File: src/rtl/cache_arbiter.sv
// Two-client (icache/dcache) line arbiter onto a single physical-memory port.
// Optional macro ARB_RR_EN: round-robin tie-break; default build is fixed dcache priority.
module cache_arbiter (
    input  logic         clk,
    input  logic         rst_n,

    input  logic         i_pmem_read,
    input  logic         i_pmem_write,
    input  logic [31:0]  i_pmem_address,
    input  logic [255:0] i_pmem_wdata,
    output logic [255:0] i_pmem_rdata,
    output logic         i_pmem_resp,

    input  logic         d_pmem_read,
    input  logic         d_pmem_write,
    input  logic [31:0]  d_pmem_address,
    input  logic [255:0] d_pmem_wdata,
    output logic [255:0] d_pmem_rdata,
    output logic         d_pmem_resp,

    output logic         pmem_read,
    output logic         pmem_write,
    output logic [31:0]  pmem_address,
    output logic [255:0] pmem_wdata,
    input  logic [255:0] pmem_rdata,
    input  logic         pmem_resp
);

    typedef enum logic [1:0] {
        IDLE    = 2'd0,
        SERVE_I = 2'd1,
        SERVE_D = 2'd2
    } state_t;

    state_t       state;
    state_t       state_nxt;
    logic         i_pend;
    logic         d_pend;
    logic         grant_i;
    logic         grant_d;
    logic         op_read_q;
    logic         op_write_q;
    logic [31:0]  addr_q;
    logic [255:0] wdata_q;

`ifdef ARB_RR_EN
    // Set when dcache received the most recent grant; reset value means icache.
    logic last_d_q;
`endif

    assign i_pend = i_pmem_read | i_pmem_write;
    assign d_pend = d_pmem_read | d_pmem_write;

    always_ff @(posedge clk or negedge rst_n) begin
        if (!rst_n) begin
            state <= IDLE;
        end else begin
            state <= state_nxt;
        end
    end

    always_comb begin
        state_nxt = state;
        grant_i   = 1'b0;
        grant_d   = 1'b0;
        unique case (state)
            IDLE: begin
                if (i_pend && d_pend) begin
`ifdef ARB_RR_EN
                    grant_i = last_d_q;
                    grant_d = ~last_d_q;
`else
                    grant_d = 1'b1;
`endif
                end else begin
                    grant_i = i_pend;
                    grant_d = d_pend;
                end
                if (grant_i) begin
                    state_nxt = SERVE_I;
                end else if (grant_d) begin
                    state_nxt = SERVE_D;
                end
            end
            SERVE_I, SERVE_D: begin
                if (pmem_resp) begin
                    state_nxt = IDLE;
                end
            end
            default: state_nxt = IDLE;
        endcase
    end

    // Command is captured on the grant edge; write wins over a simultaneous read.
    always_ff @(posedge clk or negedge rst_n) begin
        if (!rst_n) begin
            op_read_q  <= 1'b0;
            op_write_q <= 1'b0;
            addr_q     <= '0;
            wdata_q    <= '0;
        end else if (grant_i) begin
            op_read_q  <= i_pmem_read & ~i_pmem_write;
            op_write_q <= i_pmem_write;
            addr_q     <= i_pmem_address;
            wdata_q    <= i_pmem_wdata;
        end else if (grant_d) begin
            op_read_q  <= d_pmem_read & ~d_pmem_write;
            op_write_q <= d_pmem_write;
            addr_q     <= d_pmem_address;
            wdata_q    <= d_pmem_wdata;
        end
    end

`ifdef ARB_RR_EN
    always_ff @(posedge clk or negedge rst_n) begin
        if (!rst_n) begin
            last_d_q <= 1'b0;
        end else if (grant_i) begin
            last_d_q <= 1'b0;
        end else if (grant_d) begin
            last_d_q <= 1'b1;
        end
    end
`endif

    assign pmem_read    = (state != IDLE) & op_read_q;
    assign pmem_write   = (state != IDLE) & op_write_q;
    assign pmem_address = addr_q;
    assign pmem_wdata   = wdata_q;

    assign i_pmem_resp  = (state == SERVE_I) & pmem_resp;
    assign d_pmem_resp  = (state == SERVE_D) & pmem_resp;
    assign i_pmem_rdata = pmem_rdata;
    assign d_pmem_rdata = pmem_rdata;

endmodule

File: config.mk
export PLATFORM = sky130hd
export DESIGN_NAME = cache_arbiter
export DESIGN_NICKNAME = d
export VERILOG_FILES = /design/src/rtl/cache_arbiter.sv
export SDC_FILE = /design/constraint.sdc
export NUM_CORES = 1
export LEC_CHECK = 0
export CAP_MARGIN = 25
export CORE_AREA = 5 5 636 638
export DETAILED_ROUTE_END_ITERATION = 10
export DIE_AREA = 0 0 641 643
export HOLD_SLACK_MARGIN = 0.1
export MAX_ROUTING_LAYER = met4
export SLEW_MARGIN = 20
export SYNTH_ARGS = -nofsm -noshare
export SYNTH_HDL_FRONTEND = slang
export SYNTH_SLANG_ARGS = --single-unit
export TNS_END_PERCENT = 100
File: constraint.sdc
create_clock -name clk -period 3.8 [get_ports clk]
set_input_delay 1.14 -clock clk [delete_from_list [all_inputs] [get_ports clk]]
set_output_delay 1.14 -clock clk [all_outputs]
set_load 0.1 [all_outputs]
==> results of run 1 <==
repair_timing:
item	CTS	global route
endpoints found under the setup margin	2	0
endpoints found under the hold margin	0	0
gates resized for setup	1	0
cells by family (layout without fill, tap and decap cells):
kind of cell	Yosys count	after routing	share of synthesized area
buffers and inverters	609	990	0.261
AND/OR/NAND/NOR	300	300	0.114
AO/OA/AOI/OAI	298	298	0.180
flip-flops	292	292	0.442
adder cells (fa/ha/maj)	3	3	0.00227
other	0	96	0
synth_stat cells, types with 2 or more instances:
cell type / count
o21a_1: 2
and2_1: 290
buf_4: 518
clkbuf_4: 3
a221o_1: 288
nand2b_1: 2
nand2_1: 3
o21ai_0: 2
nor2b_1: 2
clkbuf_1: 36
inv_1: 2
ha_1: 3
dfrtp_1: 292
buf_6: 2
buf_2: 47
power breakdown:
group	internal (mW)	leakage, nW	switching (mW)
Sequential	4.66	3.58	0.919
Clock	2.86	0.821	2.19
Combinational	4.61	5.75	18.3
Total	12.1	10.2	21.4
path summary, 6_finish.rpt:
check	startpoint	slack, ps	to
max	pmem_resp	270	i_pmem_resp
min	rst_n	400	pmem_wdata[238]$_DFFE_PN0P_
max reg2reg	state[0]$_DFFE_PN0P_	1270	pmem_wdata[250]$_DFFE_PN0P_
min reg2reg	pmem_wdata[18]$_DFFE_PN0P_	580	pmem_wdata[18]$_DFFE_PN0P_
max in group asynchronous	rst_n	2480	pmem_wdata[2]$_DFFE_PN0P_
min in group clk	pmem_wdata[18]$_DFFE_PN0P_	580	pmem_wdata[18]$_DFFE_PN0P_
sequential cells by signal, indices dropped and copies added (netlist names):
name and count:
op_read_q 1, op_write_q 1, pmem_address 32, pmem_wdata 256, state 2
layout make-up:
class | count | area share
Timing Repair Buffer | 902 | 0.288
Sequential cell | 292 | 0.251
Tap cell | 5265 | 0.226
Multi-Input combinational cell | 601 | 0.169
Clock buffer | 59 | 0.0448
Clock inverter | 27 | 0.0123
Antenna cell | 96 | 0.00826
Inverter | 2 | 0.000258
worst max-delay path, stage by stage:
cell           delay [ps]
dlygate4sd2_1         620
and2_1                360
buf_12                230
routing by layer:
metal  track usage  part of all wire
met5             -                 0
met4        0.0523             0.051
met3         0.165              0.26
met2         0.214              0.43
met1         0.106              0.26
through the flow:
stage	hold WS (ps)	instances	setup TNS (ps)
after floorplan	541	1502	0
after global placement	567	7062	-300
after detailed placement	555	7062	-236
after CTS	327	7148	0
after global routing	359	7238	0
final	397	7244	0
==> metrics, run 1 <==
Total Nets Final=2,689; TritonCTS Buffers=48; Yosys warnings=0; grt ovf=0; width of the die=641 microns; Post-Syn Area=16,500 sq um; core area=398,000 sq um; clock latency on the worst-skew pair=750 ps; filler instances=46,300; Mapped Nets=2,344; Worst-Margin Slew=975 ps; Final ANT Viol Nets=0; Reg clk slew, reported paths=70 ps; FF/Latch Area=7310 sq um; endpoints failing setup=0; post-DR vias/cell=2.20; Crit. End Element=output pin; gr usage total=0.143; status=completed; Yosys reg bits=292; critical path data arrival time=2390 ps; worst rel slew slack=0.354; post-synth top area cell=dfrtp_1; Leakage=10.2 nW; Final Power=33.5 mW; post-DP HPWL=274,000 microns; mean area per synthesized cell=11.0 sq um; Slew Limit Fails=0; asr flop ratio synth=1.00; final hold viol count=0; Via Count=16,000; hold buffers post-CTS=0; crit path max fanout=3; cell area power density=1150 nW/um^2; Setup crit start kind=input pin; most frequent cells in the layout=clkdlybuf4s50_1, dfrtp_1, and2_1; Starting Density=0.0415; Post-synth EDFFs=0; Die Footprint=412,000 sq um; DP Area=27,200 sq um; post-synthesis sequential area ratio=0.442; Worst VDD drop=0.671 mV; H-tree depth=2; max-cap violation count=0; Wirelength per Cell=41.3 microns; Final period util=0.929; initial drt markers=1,417; PortBufs=874; Max Clock Skew=44.8 ps; first drt pass iteration count=5; Synth cell types=25; # Post-CTS Setup Buffers=0; DRC=0; RSZ-0062 raised after global routing=false; CTS Buffer Depth=3; clock sinks=292; CTS tree=yes; number of core rows=232; min Tclk post-route=3530 ps; Root Buffer Master=clkbuf_16; Cells after Synth=1,502; largest net degree at the start of global routing=121; initial antenna violation count=269; worst r2r path cells=6; IO Pins=1,643; Area contributors post-synth=dfrtp_1, buf_4, a221o_1; required time worst endpoint=2660 ps; Area Overhead vs Synth=76.1%; Worst Slack Setup Final=271 ps; Place WS=-133 ps; fraction of layout cells with a size suffix above 1=0.216; HP Class=in -> async; commonest non-fill, non-tap cell in the layout=clkdlybuf4s50_1; placer's final routability congestion estimate=0.963; Die H=643 microns; critical path type=in -> out; Finished Cell Area=29,100 sq um; final core occ=0.0731; vias in the first global route=14,700; Multi-input gate area=4910 sq um; first-pass GRT wire length=332,000 microns; drt total wl=299,000 microns; top-area cell type share of the netlist area=0.442; f_max=0.283 GHz; dominant synthesized flop cell=dfrtp_1
Power figures use the tool's default switching activity.
==> run 2: changes to the inputs <==
Settings changed: MAX_ROUTING_LAYER met4 to not set.
==> run 2 against run 1 <==
Compared with the run above: critical path depth is the same; core utilization is essentially flat; maximum frequency shrank 1.0%; critical path type unchanged; global-route usage shrank 0.40 points; worst hold slack lost 19 ps; routed wire length is essentially flat; first-iteration DRC count grew 3.3%; clock power is essentially flat.
==> metrics, run 2 (synthesized netlist as in run 1, its figures left out) <==
status=completed; GR Layer Usage met1=0.106 (-0.000350); CP Buf/Inv Count=2 (unchanged); largest net degree at the start of global routing=121 (unchanged); number of core rows=232 (unchanged); core area=398,000 sq um (unchanged); Max Clock Skew=57.8 ps (+13.0 ps); Multi-input gate area=4910 sq um (unchanged); Final period util=0.938 (+0.00983); HP Class=in -> async; Area Overhead vs Synth=75.8%; most frequent cells in the layout=clkdlybuf4s50_1, dfrtp_1, and2_1; initial drt markers=1,464 (+3.3%); post-DP HPWL=274,000 microns (unchanged); Setup crit start kind=input pin; post-DR vias/cell=2.22 (+0.80%); Die H=643 microns (unchanged); busiest grt layer=met2; filler instances=46,300 (+0.032%); Via Count=16,100 (+0.53%); Max stage delay on crit path=650 ps (+30 ps); CTS tree=yes; Reg clk slew, reported paths=80 ps (about the same); min Tclk post-route=3570 ps (+37.3 ps); first-pass GRT wire length=332,000 microns (about the same); DRC=0 (unchanged); Crit. End Element=output pin; IO Pins=1,643 (unchanged); CTS Buffer Depth=3 (unchanged); Setup TNS=0 ps (unchanged); drt total wl=299,000 microns (about the same); final hold viol count=0 (unchanged); Worst VDD drop=0.675 mV (+0.60%); H-tree depth=2 (unchanged); Die Footprint=412,000 sq um (unchanged); GRT met3 Usage=0.165 (-0.000249); Total Nets Final=2,689 (unchanged); initial antenna violation count=269 (unchanged); max-cap violation count=0 (unchanged); Worst path slowest cell=dlygate4sd2_1; gr usage total=0.139 (-0.00400); FF/Latch Area=7310 sq um (unchanged); crit path max fanout=3 (unchanged); Root Buffer Master=clkbuf_16; clock latency on the worst-skew pair=760 ps (about the same); # Post-CTS Setup Buffers=0 (unchanged); Flop pwr share=0.167 (about the same); Worst-Margin Slew=942 ps (-33.5 ps); Sw Ratio=0.637 (-0.000926); vias in the first global route=14,700 (+0.20%); grt ovf=0 (unchanged); Slew Limit Fails=0 (unchanged); cell area power density=1150 nW/um^2 (-0.10%); worst path cell trace=dlygate4sd2_1, and2_1, buf_12; fraction of layout cells with a size suffix above 1=0.216 (unchanged); CP top delay family=buffers and inverters; first drt pass iteration count=9 (+4); met2 Usage GRT=0.213 (-0.00152); hold buffers post-CTS=0 (unchanged); clock sinks=292 (unchanged); Starting Density=0.0415 (unchanged); critical path data arrival time=2430 ps (+40 ps); PortBufs=874 (unchanged); Final ANT Viol Nets=0 (unchanged); Clock power frac=0.152 (about the same); commonest non-fill, non-tap cell in the layout=clkdlybuf4s50_1; Largest register FFs=256 (unchanged); required time worst endpoint=2660 ps (about the same); f_max=0.280 GHz (-1.0%); worst rel slew slack=0.376 (+0.0222); critical path type=in -> out; RSZ-0062 raised after global routing=false; endpoints failing setup=0 (unchanged); width of the die=641 microns (unchanged); net switching power figure=21.3 mW (-0.41%); Logic pwr share=0.681 (-0.002); Leakage=10.2 nW (about the same); placer's final routability congestion estimate=0.945 (-1.8%); Wirelength per Cell=41.4 microns (+0.25%); TritonCTS Buffers=48 (unchanged); Internal=12.1 mW (about the same); final core occ=0.0730 (-0.000119)
## run 2: metal layers
metal	vias up	routed length, microns	share of wire
met4	112	14500	0.048
met3	674	76300	0.26
met2	2268	130000	0.43
met1	7336	77400	0.26
met5	-	1030	0.0035
li1	5667	-	-
## run 2: final cells by class
class                      count  area share
clock inverter                27      0.0123
tap                         5265       0.227
antenna                       77     0.00663
timing repair buffer         902       0.289
sequential                   292       0.252
clock buffer                  59      0.0448
multi-input combinational    601       0.169
inverter                       2    0.000258
## run 2: through the flow
step / total power [mW] / std cells / hold WS (ps) / instance area, sq um / setup WS [ps]
finish: 33.4 / 7225 / 378 / 29000 / 234
global route: 34.9 / 7193 / 359 / 29000 / 142
CTS: 34.1 / 7148 / 327 / 28900 / 125
detailed placement: 28.7 / 7062 / 555 / 27200 / -133
global placement: 28.7 / 7062 / 567 / 27200 / -166
floorplan: 22.5 / 1502 / 541 / 16500 / 548
## run 2: worst reg2reg max path, cell delays in order (launching register included)
cell	delay [ps]
dfrtp_1	380
inv_1	110
ha_1	430
or3b_4	480
nor2_8	180
buf_12	430
a221o_1	480
## run 2: final timing paths
kind                                             from                     endpoint  slack, ps  cells after the start
max                                         pmem_resp                  i_pmem_resp        230                      3
min                                             rst_n  pmem_wdata[238]$_DFFE_PN0P_        380                      1
max reg2reg                      state[0]$_DFFE_PN0P_  pmem_wdata[250]$_DFFE_PN0P_       1280                      6
min reg2reg                pmem_wdata[21]$_DFFE_PN0P_   pmem_wdata[21]$_DFFE_PN0P_        580                      2
max in group asynchronous                       rst_n    pmem_wdata[2]$_DFFE_PN0P_       2480                      2
min in group clk           pmem_wdata[21]$_DFFE_PN0P_   pmem_wdata[21]$_DFFE_PN0P_        580                      2
## run 2: timing repair
action | 4_1_cts | 5_1_grt
endpoints found under the setup margin | 2 | 0
resized for setup | 1 | 0
endpoints found under the hold margin | 0 | 0
## run 2: power by group through the flow
stage | Clock, mW | Sequential [mW] | Combinational (mW)
3_5_place_dp | 0 | 5.53 | 23.2
5_1_grt | 5.40 | 5.76 | 23.7
4_1_cts | 5.34 | 5.56 | 23.2
2_1_floorplan | 0 | 16.3 | 6.24
6_report | 5.08 | 5.58 | 22.8
3_3_place_gp | 0 | 5.56 | 23.1
